--- config.mk ---
export PLATFORM = sky130hd
export DESIGN_NAME = timer_bcd_param
export DESIGN_NICKNAME = d
export VERILOG_FILES = /design/src/rtl/timer_bcd_param.sv
export SDC_FILE = /design/constraint.sdc
export NUM_CORES = 1
export LEC_CHECK = 0
export ABC_CLOCK_PERIOD_IN_PS = 5300
export CORE_ASPECT_RATIO = 0.9
export CORE_MARGIN = 2
export CORE_UTILIZATION = 45
export DETAILED_ROUTE_END_ITERATION = 8
export GPL_TIMING_DRIVEN = 0
export PLACE_DENSITY = 0.66
export SKIP_LAST_GASP = 1
export SLEW_MARGIN = 30
export SYNTH_ARGS = -nofsm -noshare
export SYNTH_HDL_FRONTEND = slang
export SYNTH_SLANG_ARGS = --single-unit
--- constraint.sdc ---
create_clock -name clk_50M -period 5.3 [get_ports clk_50M]
set_input_delay 0.795 -clock clk_50M [delete_from_list [all_inputs] [get_ports clk_50M]]
set_output_delay 0.795 -clock clk_50M [all_outputs]
set_load 0.005 [all_outputs]
--- src/rtl/timer_bcd_param.sv ---
// timer_bcd_param: two-digit BCD up/down timer with preset load, pause, selectable tick rate, alarm and optional auto-reload
module timer_bcd_param #(
  parameter int CLK_HZ      = 50_000_000,
  parameter int MAX_COUNT   = 59,
  parameter bit AUTO_RELOAD = 1'b0,
  parameter bit SEG_ACT_LOW = 1'b1
) (
  input  logic       clk_50M,
  input  logic       rst,
  input  logic       en,
  input  logic       start,
  input  logic       pause,
  input  logic       load,
  input  logic       dir,
  input  logic [3:0] preset_ten,
  input  logic [3:0] preset_one,
  input  logic [1:0] rate_sel,
  input  logic       clr_alarm,
  output logic [3:0] tens,
  output logic [3:0] ones,
  output logic [6:0] seg_ten,
  output logic [6:0] seg_one,
  output logic       running,
  output logic       done,
  output logic       led
);
  localparam int PW = $clog2(CLK_HZ);
  localparam logic [3:0] MAX_T = 4'(MAX_COUNT / 10);
  localparam logic [3:0] MAX_O = 4'(MAX_COUNT % 10);
  typedef enum logic [1:0] {IDLE, RUN, PAUSED, DONE} state_t;
  state_t state, state_n;
  logic [PW-1:0] psc, psc_last;
  logic [1:0] rate_q;
  logic dir_q, chg, go, resume, active, tick, term;
  logic [3:0] clamp_t, clamp_o, tens_n, ones_n;
  always_comb begin
    psc_last = rate_q == 2'd0 ? PW'(CLK_HZ - 1) :
               rate_q == 2'd1 ? PW'(CLK_HZ / 2 - 1) :
               rate_q == 2'd2 ? PW'(CLK_HZ / 4 - 1) : PW'(CLK_HZ / 10 - 1);
    {clamp_t, clamp_o} = (preset_ten > 4'd9 || preset_one > 4'd9 ||
                          {preset_ten, preset_one} > {MAX_T, MAX_O}) ?
                         {MAX_T, MAX_O} : {preset_ten, preset_one};
    chg    = rate_sel != rate_q;
    go     = en && start && !load && (state == IDLE || state == DONE);
    resume = en && start && !load && !pause && state == PAUSED;
    active = en && state == RUN && !pause && !load;
    tick   = active && !chg && psc == psc_last;
    term   = tick && (dir_q ? (tens == MAX_T && ones == MAX_O) : (tens == 4'd0 && ones == 4'd0));
  end
  always_comb begin
    state_n = state;
    tens_n  = tens;
    ones_n  = ones;
    if (!en) begin
    end else if (load) begin
      state_n = IDLE;
      {tens_n, ones_n} = {clamp_t, clamp_o};
    end else if (go) begin
      state_n = RUN;
      if (state == DONE) {tens_n, ones_n} = dir ? 8'h00 : {clamp_t, clamp_o};
    end else if (resume) begin
      state_n = RUN;
    end else if (state == RUN && pause) begin
      state_n = PAUSED;
    end else if (term) begin
      if (AUTO_RELOAD) {tens_n, ones_n} = dir_q ? 8'h00 : {clamp_t, clamp_o};
      else state_n = DONE;
    end else if (tick && dir_q) begin
      ones_n = ones == 4'd9 ? 4'd0 : ones + 4'd1;
      tens_n = ones == 4'd9 ? tens + 4'd1 : tens;
    end else if (tick) begin
      ones_n = ones == 4'd0 ? 4'd9 : ones - 4'd1;
      tens_n = ones == 4'd0 ? tens - 4'd1 : tens;
    end
  end
  always_ff @(posedge clk_50M) begin
    if (rst) begin
      state  <= IDLE;
      tens   <= '0;
      ones   <= '0;
      psc    <= '0;
      rate_q <= '0;
      dir_q  <= 1'b0;
      done   <= 1'b0;
      led    <= 1'b0;
    end else begin
      state <= state_n;
      tens  <= tens_n;
      ones  <= ones_n;
      done  <= term;
      if (en) begin
        rate_q <= rate_sel;
        if (go) dir_q <= dir;
        // Frozen outside RUN so a resumed pause keeps its partial period
        psc <= (load || go || chg || tick) ? '0 : active ? psc + 1'b1 : psc;
        led <= term || (led && !(clr_alarm || load || start));
      end
    end
  end
  function automatic logic [6:0] seg7(input logic [3:0] d);
    case (d)
      4'd0: seg7 = 7'h3F;
      4'd1: seg7 = 7'h06;
      4'd2: seg7 = 7'h5B;
      4'd3: seg7 = 7'h4F;
      4'd4: seg7 = 7'h66;
      4'd5: seg7 = 7'h6D;
      4'd6: seg7 = 7'h7D;
      4'd7: seg7 = 7'h07;
      4'd8: seg7 = 7'h7F;
      4'd9: seg7 = 7'h6F;
      default: seg7 = 7'h00;
    endcase
  endfunction
  assign seg_ten = SEG_ACT_LOW ? ~seg7(tens) : seg7(tens);
  assign seg_one = SEG_ACT_LOW ? ~seg7(ones) : seg7(ones);
  assign running = state == RUN;
endmodule

# --- Word level (Yosys, flattened, before mapping) ---
# Memory sizes are Yosys's and may differ from the RTL's. A register that Yosys moved wholly into a read port is not among the register bits.
# Index checks and enable logic that the tools add are counted.
word_totals:
  register_bits: 41
  romBits: 224
  input_bits: 18
  memories: 2
op_classes:
  add_sub_neg: 5
  magnitude_cmp: 3
  eq_ne: 14
  mux: 37
  n_bitwise: 2
  reduce_logical: 42
memory_table:
  columns: ["name", "words", "word_bits", "read_ports", "rd_clocked_by_memory_dff", "write_ports", "line_no", "rtl"]
  rows:
  - ["(name not given)", 16, 7, 1, 1, 0, "101", "case (d)"]
  - ["(name not given)", 16, 7, 1, 1, 0, "101", null]
ops:
  columns: ["operator", "n"]
  rows:
  - ["two-way mux 4 bit", 24]
  - ["two-way mux 26 bit", 3]
  - ["adder 26 x 1 -> 26 bit (second input constant)", 1]
  - ["equality test 26 bit", 1]
  - ["two-way mux 25 bit", 1]
  - ["two-way mux 24 bit", 1]
  - ["logical AND 1 bit", 16]
  - ["two-way mux 8 bit", 2]
  - ["inverter 7 bit", 2]
  - ["two-way mux 2 bit", 5]
  - ["logical OR 1 bit", 9]
  - ["inequality test 3 bit (second input constant)", 3]
  - ["adder 4 x 1 -> 4 bit (second input constant)", 2]
  - ["greater-than comparator 4 bit (second input constant)", 2]
  - ["greater-than comparator 8 x 7 -> 1 bit (second input constant)", 1]
  - ["zero test 4 bit", 2]
  - ["AND reduction 8 bit", 1]
  - ["nonzero test 4 bit", 2]
  - ["subtractor 4 x 1 -> 4 bit (second input constant)", 2]
  - ["equality test 2 bit (second input constant)", 3]
  - ["AND reduction 2 bit", 3]
  - ["AND reduction 6 bit", 1]
  - ["nonzero test 5 bit", 1]
  - ["equality test 2 x 1 -> 1 bit (second input constant)", 2]
  - ["9 further kinds", 13]

# --- Logic depth before layout (Yosys ltp) ---
# Gate-level depths: netlist of run 1.
logic_depth:
  depth_word: 15
  ltp_mapped: 16

# --- Worst setup path before layout of run 1 ---
# No wires, ideal clock.
synth_path:
  kind: "input -> register"
  start: "in load"
  end: "reg (tool-made name)"
  setup_time_ns: 0.072
  arrival_ns: 4.186
  t_required_ns: 5.228
  path_slack_ns: 1.042
  cell_stages: 15
  path_buffers: 1
  path_cell_list: "buf_2 > nor4bb_1 > nand2_1 > or4_1 > or4_4 > inv_1 > fa_1 > nor2_1 > o22ai_1 > nor2_1 > a21oi_1 > or2_2 > ha_1 > mux2_1 > mux2i_1"
synth_lines:
  columns: ["item", "line_no", "rtl"]
  rows:
  - ["start, declared", "13", "input logic load,"]

==> impl_metrics.tcl, run 1 <==
set metrics [dict create \
    syn_nets 482 \
    setup_viol 0 \
    cp_cell_sequence "clkdlybuf4s50_1, nor4bb_1, nand2_1, or4_1, or4_4, inv_1, fa_1, nor2_1, o22ai_1, nor2_1, a21oi_1, or2_2, ha_1, mux2_1, mux2i_1" \
    cp-start-kind "primary input" \
    cts.clk_slew.worst_paths_ns 0.10 \
    htreeDepth 2 \
    fmax_mhz 208.1 \
    placementRows 31 \
    drv_slew 0 \
    start_util 0.4640 \
    worst_slew_pin_slew_ns 0.8528 \
    pwr-share-comb 0.264 \
    cts_setup_buffers 0 \
    grt_max_degree 16 \
    rsz0062_at_grt "no" \
    power.internal_uw 649.0 \
    ant_nets 0 \
    yosysUniqueCellTypes 80 \
    netlist_area_mm2 0.003744 \
    cp_slowest_cell "or4_4" \
    postSynthCellCount 445 \
    ys_ff_latch 55 \
    grt_pass1_vias 3177 \
    synth_xor_area_frac 0.06785 \
    critPathKind "in2reg" \
    area_growth_pct 16.18 \
    hold_path.class "reg2reg" \
    die_y_um 90.53 \
    cp_max_fo 4 \
    cts_sinks 55 \
    cp_top_family "simple AND/OR/NAND/NOR gates" \
    vias 3294 \
    tritoncts.num_buffers 5 \
    finalSetupTns_ns 0 \
    powerDensity_mw_per_mm2 213.6 \
    num_antenna_cells 0 \
    reg2reg_from "state[1]" \
    design_area_mm2 0.004349 \
    layout.nets 529 \
    die_area_mm2 0.009066 \
    synthMuxAreaShare 0.04479 \
    whs_endpoint "led" \
    cpPeakStageDelay_ns 0.55 \
    avgSynthCellArea_um2 8.413 \
    cap_violations 0 \
    synth-simple-area-share 0.2754 \
    p_seq_frac 0.488 \
    nFillCells 784 \
    grt_pass1_wl_um 15130 \
    routabilityCongestion 0.8649 \
    hold_depth 2 \
    hp-start "led" \
    worstPathRequired_ns 5.55 \
    synth_async_sr_flop_share 0 \
    vias_per_cell 5.564 \
    end_kind "flip-flop" \
    antenna_found_initial 0 \
    wl_um 8856 \
    hold_violations 0 \
    yosysMostFrequentCell "dfxtp_1" \
    synth_top_family_by_area "simple AND/OR/NAND/NOR gates" \
    synthAdderAreaFrac 0.06551 \
    synth_compound_area_frac 0.1915 \
    p_sw_uw 280.2 \
    synth_top_flop_cell "dfxtp_1" \
    clkPwrFrac 0.247 \
    skew_ns 0.006654 \
    post-place-cells 584 \
    synth_common_cells "dfxtp_1, nor2_1, inv_1, nand2_1, xor2_1" \
    drt_iter0_markers 189 \
    p_leak_uw 0.001647 \
    cp_common_cell "nor2_1" \
    synth_top_area_cell "dfxtp_1" \
    status "complete, no violations" \
    hpwl_um 6812 \
    r2r_slack_ns 0.83 \
    die_w_um 100.1 \
    root_buffer "clkbuf_8" \
    synth.area.top_cells "dfxtp_1, ha_1, nor2_1" \
    routedWlPerCell_um 14.96 \
    io_buffers 40 \
    crit_arrival_ns 5.06 \
    swShare 0.3015 \
    fin_crit_sh 0.9066 \
    first_pass_iters 5 \
    track_usage 0.2036 \
    fin_util 0.5391 \
    dpl_cell_area_mm2 0.004268 \
    core-area_mm2 0.008068 \
    io_pins 43 \
    slew_headroom 0.4288 \
    post-synth-top-area-fraction 0.2941 \
    cts_tree "yes" \
    route.detailed.drc 0 \
    finalCriticalPeriod_ns 4.805 \
    ctsResizeCount 0 \
    drive_gt1_frac 0.09331 \
    cts.hold.buffers_added 0 \
    ir_drop_mv 0.1022 \
    ys_warn_count 0 \
    worstRegToRegCells 16 \
    yosysSeqAreaShare 0.2941 \
    final_cells 592 \
    synth_edf_count 0 \
    grt.overflow.total 0 \
    clock_path_buffers 2 \
    clk-insertion-delay-late_ns 0.31 \
    path_buf_inv 2 \
]
==> worst max path at each step <==
stage                      from  cells past startpoint        end  slack [ns]
final                        en                     15  flip-flop        0.49
after global routing         en                     15  flip-flop        0.24
after CTS                 pause                     15  flip-flop        0.50
after detailed placement     en                     15  flip-flop        0.19
after global placement    pause                     15  flip-flop        0.25
after floorplan            load                     15  flip-flop        1.04
==> layer usage <==
layer	GRT usage	vias to the layer above	routed length, um
li1	-	1669	-
met1	0.3078	1545	4563
met2	0.3070	73	3808
met3	0.02399	7	400
met4	0.04795	0	83
met5	0	-	0
==> cell families (layout without fill, tap and decap cells) <==
group	Yosys count	in the layout
AND/OR/NAND/NOR	187	187
adder cells (fa/ha/maj)	19	19
multiplexers	16	16
flip-flops	55	55
buffers and inverters	52	100
XOR/XNOR	29	29
AO/OA/AOI/OAI	87	87
==> tightest hold or removal path, delay by kind of cell (launching register included) <==
family / cells / cell delay [ns]
simple gates: 1 / 0.05
compound gates: 1 / 0.06
flops: 1 / 0.32
==> layout make-up <==
type / count / area, um^2 / area share
Multi-Input combinational cell: 338 / 2415 / 0.5552
Sequential cell: 55 / 1101 / 0.2532
Inverter: 34 / 130.1 / 0.02992
Clock buffer: 7 / 76.32 / 0.01755
Timing Repair Buffer: 40 / 400.4 / 0.09206
Buffer: 18 / 97.59 / 0.02244
Clock inverter: 1 / 5.005 / 0.001151
Tap cell: 99 / 123.9 / 0.02848
==> placed cells by master (no fill, tap or decap), types with 12 or more instances in the layout <==
cell type,instances
xor2_1,19
dfxtp_1,55
inv_1,32
nor2_1,53
o21ai_0,12
a21oi_1,16
clkdlybuf4s50_1,40
ha_1,18
nand3_1,13
nand2_1,30
==> per-stage QoR <==
step                power (uW)  hold slack, ns  setup WS, ns
floorplan                612.8          0.4489         1.042
global placement         705.5          0.4453        0.2490
detailed placement       707.8          0.4817        0.1946
CTS                      936.0          0.4944        0.5001
global route             976.3          0.5286        0.2437
finish                   929.2          0.4815        0.4949
==> power groups by stage <==
| stage | combinational, uW | sequential, uW | clock [uW] |
|---|---|---|---|
| after floorplan | 154 | 459 | 0 |
| after global placement | 242 | 463 | 0 |
| after detailed placement | 244 | 463 | 0 |
| after CTS | 246 | 454 | 236 |
| after global routing | 273 | 458 | 245 |
| final | 245 | 454 | 230 |
(Power assumes the default switching activity.)
==> run 2: changes to the inputs <==
Settings changed: CORE_UTILIZATION 45 to 55, PLACE_DENSITY 0.66 to 0.78.
==> run 2 against run 1 <==
Non-clock buffer count unchanged. Worst setup slack improved by 0.011 ns. First-iteration DRC count increased by 50%. Sequential share of layout area about the same. Global-route usage increased by 4.2 points. Via count increased by 3.5%. Fmax increased by 0.22%. Combinational power about the same. Critical path type unchanged.
==> impl_metrics.tcl, run 2 (same netlist as run 1, synthesis figures left out) <==
set metrics [dict create \
    status "complete, no violations" \
    startpoint "pause" \
    cp_top_family "simple AND/OR/NAND/NOR gates" \
    grt_max_degree 20 \
    cp-start-kind "primary input" \
    grt_pass1_wl_um 14920 \
    p_leak_uw 0.001654 \
    cpPeakStageDelay_ns 0.56 \
    place_ws_ns 0.2397 \
    worst_slack_ns 0.5055 \
    end_kind "flip-flop" \
    rsz0062_at_grt "no" \
    most-common-layout-cells "dfxtp_1, nor2_1, clkdlybuf4s50_1" \
    routabilityCongestion 0.9113 \
    skew_ns 0.01057 \
    vias_per_cell 5.849 \
    reg2reg_from "state[1]" \
    clock_path_buffers 2 \
    crit_arrival_ns 5.05 \
    vias 3410 \
    htreeDepth 2 \
    worst_slew_pin_slew_ns 0.8642 \
    cap_violations 0 \
    finalPower_uw 949.9 \
    path_buf_inv 2 \
    cts_sinks 55 \
    finalCriticalPeriod_ns 4.794 \
    core-area_mm2 0.006586 \
    antenna_found_initial 0 \
    io_pins 43 \
    root_buffer "clkbuf_8" \
    wl_um 8921 \
    layout.nets 529 \
    cp.depth 15 \
    hp-start "led" \
    ir_drop_mv 0.1578 \
    track_usage 0.2459 \
    die_area_mm2 0.007484 \
    drt_iter0_markers 283 \
    cp_slowest_cell "or4_1" \
    clk-insertion-delay-late_ns 0.33 \
    hold_path.class "reg2reg" \
    grt.overflow.total 0 \
    start_util 0.5684 \
    cp_common_cell "nor2_1" \
    cts.clk_slew.worst_paths_ns 0.11 \
    ant_nets 0 \
    worstRegToRegCells 16 \
    critPathKind "in2reg" \
    cp_max_fo 4 \
    cts_tree "yes" \
    num_antenna_cells 0 \
    slew_headroom 0.4212 \
    finalSetupTns_ns 0 \
    fin_crit_sh 0.9046 \
    drv_slew 0 \
    tritoncts.num_buffers 5 \
    nFillCells 606 \
    powerDensity_mw_per_mm2 218.3 \
    final_common_cell "dfxtp_1" \
    placementRows 28 \
    ctsResizeCount 0 \
    io_buffers 40 \
    area_growth_pct 16.24 \
    r2r_slack_ns 0.79 \
    die_w_um 90.97 \
    die_y_um 82.27 \
    route.detailed.drc 0 \
    setup_viol 0 \
    drive_gt1_frac 0.09736 \
    routedWlPerCell_um 15.30 \
    hold_violations 0 \
    fmax_mhz 208.6 \
    fin_util 0.6607 \
    hpwl_um 6830 \
    grt_pass1_vias 3038 \
    cts.hold.buffers_added 0 \
    worstPathRequired_ns 5.56 \
    first_pass_iters 5 \
    cp_cell_sequence "clkdlybuf4s50_1, nor4bb_1, nand2_1, or4_1, or4_4, inv_1, fa_1, nor2_1, o22ai_1, nor2_1, a21oi_1, or2_2, ha_1, mux2_1, mux2i_1" \
    cts_setup_buffers 0 \
]
## run 2: final cells by class
type                            instances  area [um^2]  area share
Tap cell                               90        112.6     0.02588
Buffer                                 18        97.59     0.02243
Multi-Input combinational cell        338         2415      0.5549
Timing Repair Buffer                   40        400.4     0.09201
Clock buffer                            5        68.82     0.01581
Inverter                               34        130.1     0.02990
Clock inverter                          3        26.28    0.006038
Sequential cell                        55         1101      0.2530
## run 2: through the flow
step / instances / hold slack (ns) / area (um^2)
finish: 583 / 0.4710 / 4352
CTS: 583 / 0.4789 / 4352
floorplan: 445 / 0.4489 / 3744
detailed placement: 575 / 0.4585 / 4257
global placement: 575 / 0.4466 / 4257
global route: 583 / 0.5225 / 4352
## run 2: layer usage
| metal | vias to the layer above | global-route usage | wire length (um) |
|---|---|---|---|
| met4 | 0 | 0.06818 | 119 |
| met5 | - | 0 | 0 |
| met3 | 12 | 0.03630 | 673 |
| met1 | 1594 | 0.3638 | 4349 |
| met2 | 135 | 0.3733 | 3779 |
| li1 | 1669 | - | - |
## run 2: worst min-delay path by stage
| stage | to | slack (ns) | depth (start not counted) |
|---|---|---|---|
| after global placement | led | 0.45 | 2 |
| after global routing | psc[2] | 0.52 | 2 |
| after floorplan | psc[2] | 0.45 | 2 |
| after detailed placement | led | 0.46 | 2 |
| final | led | 0.47 | 2 |
| after CTS | led | 0.48 | 2 |
## run 2: worst register-to-register path: cells and delay by family, from the launching register on
family	cells	cell delay, ns
AND/OR/NAND/NOR	7	2.32
AO/OA/AOI/OAI	2	0.20
multiplexers	2	0.41
adder cells (fa/ha/maj)	3	0.94
flip-flops	1	0.36
buffers and inverters	2	0.19
## run 2: power by group
part	switching (uW)	leakage [uW]	total, uW	internal, uW
Sequential	15.7	0.000448	454	438
Combinational	130	0.00116	248	118
Clock	151	0.0000491	248	97.6
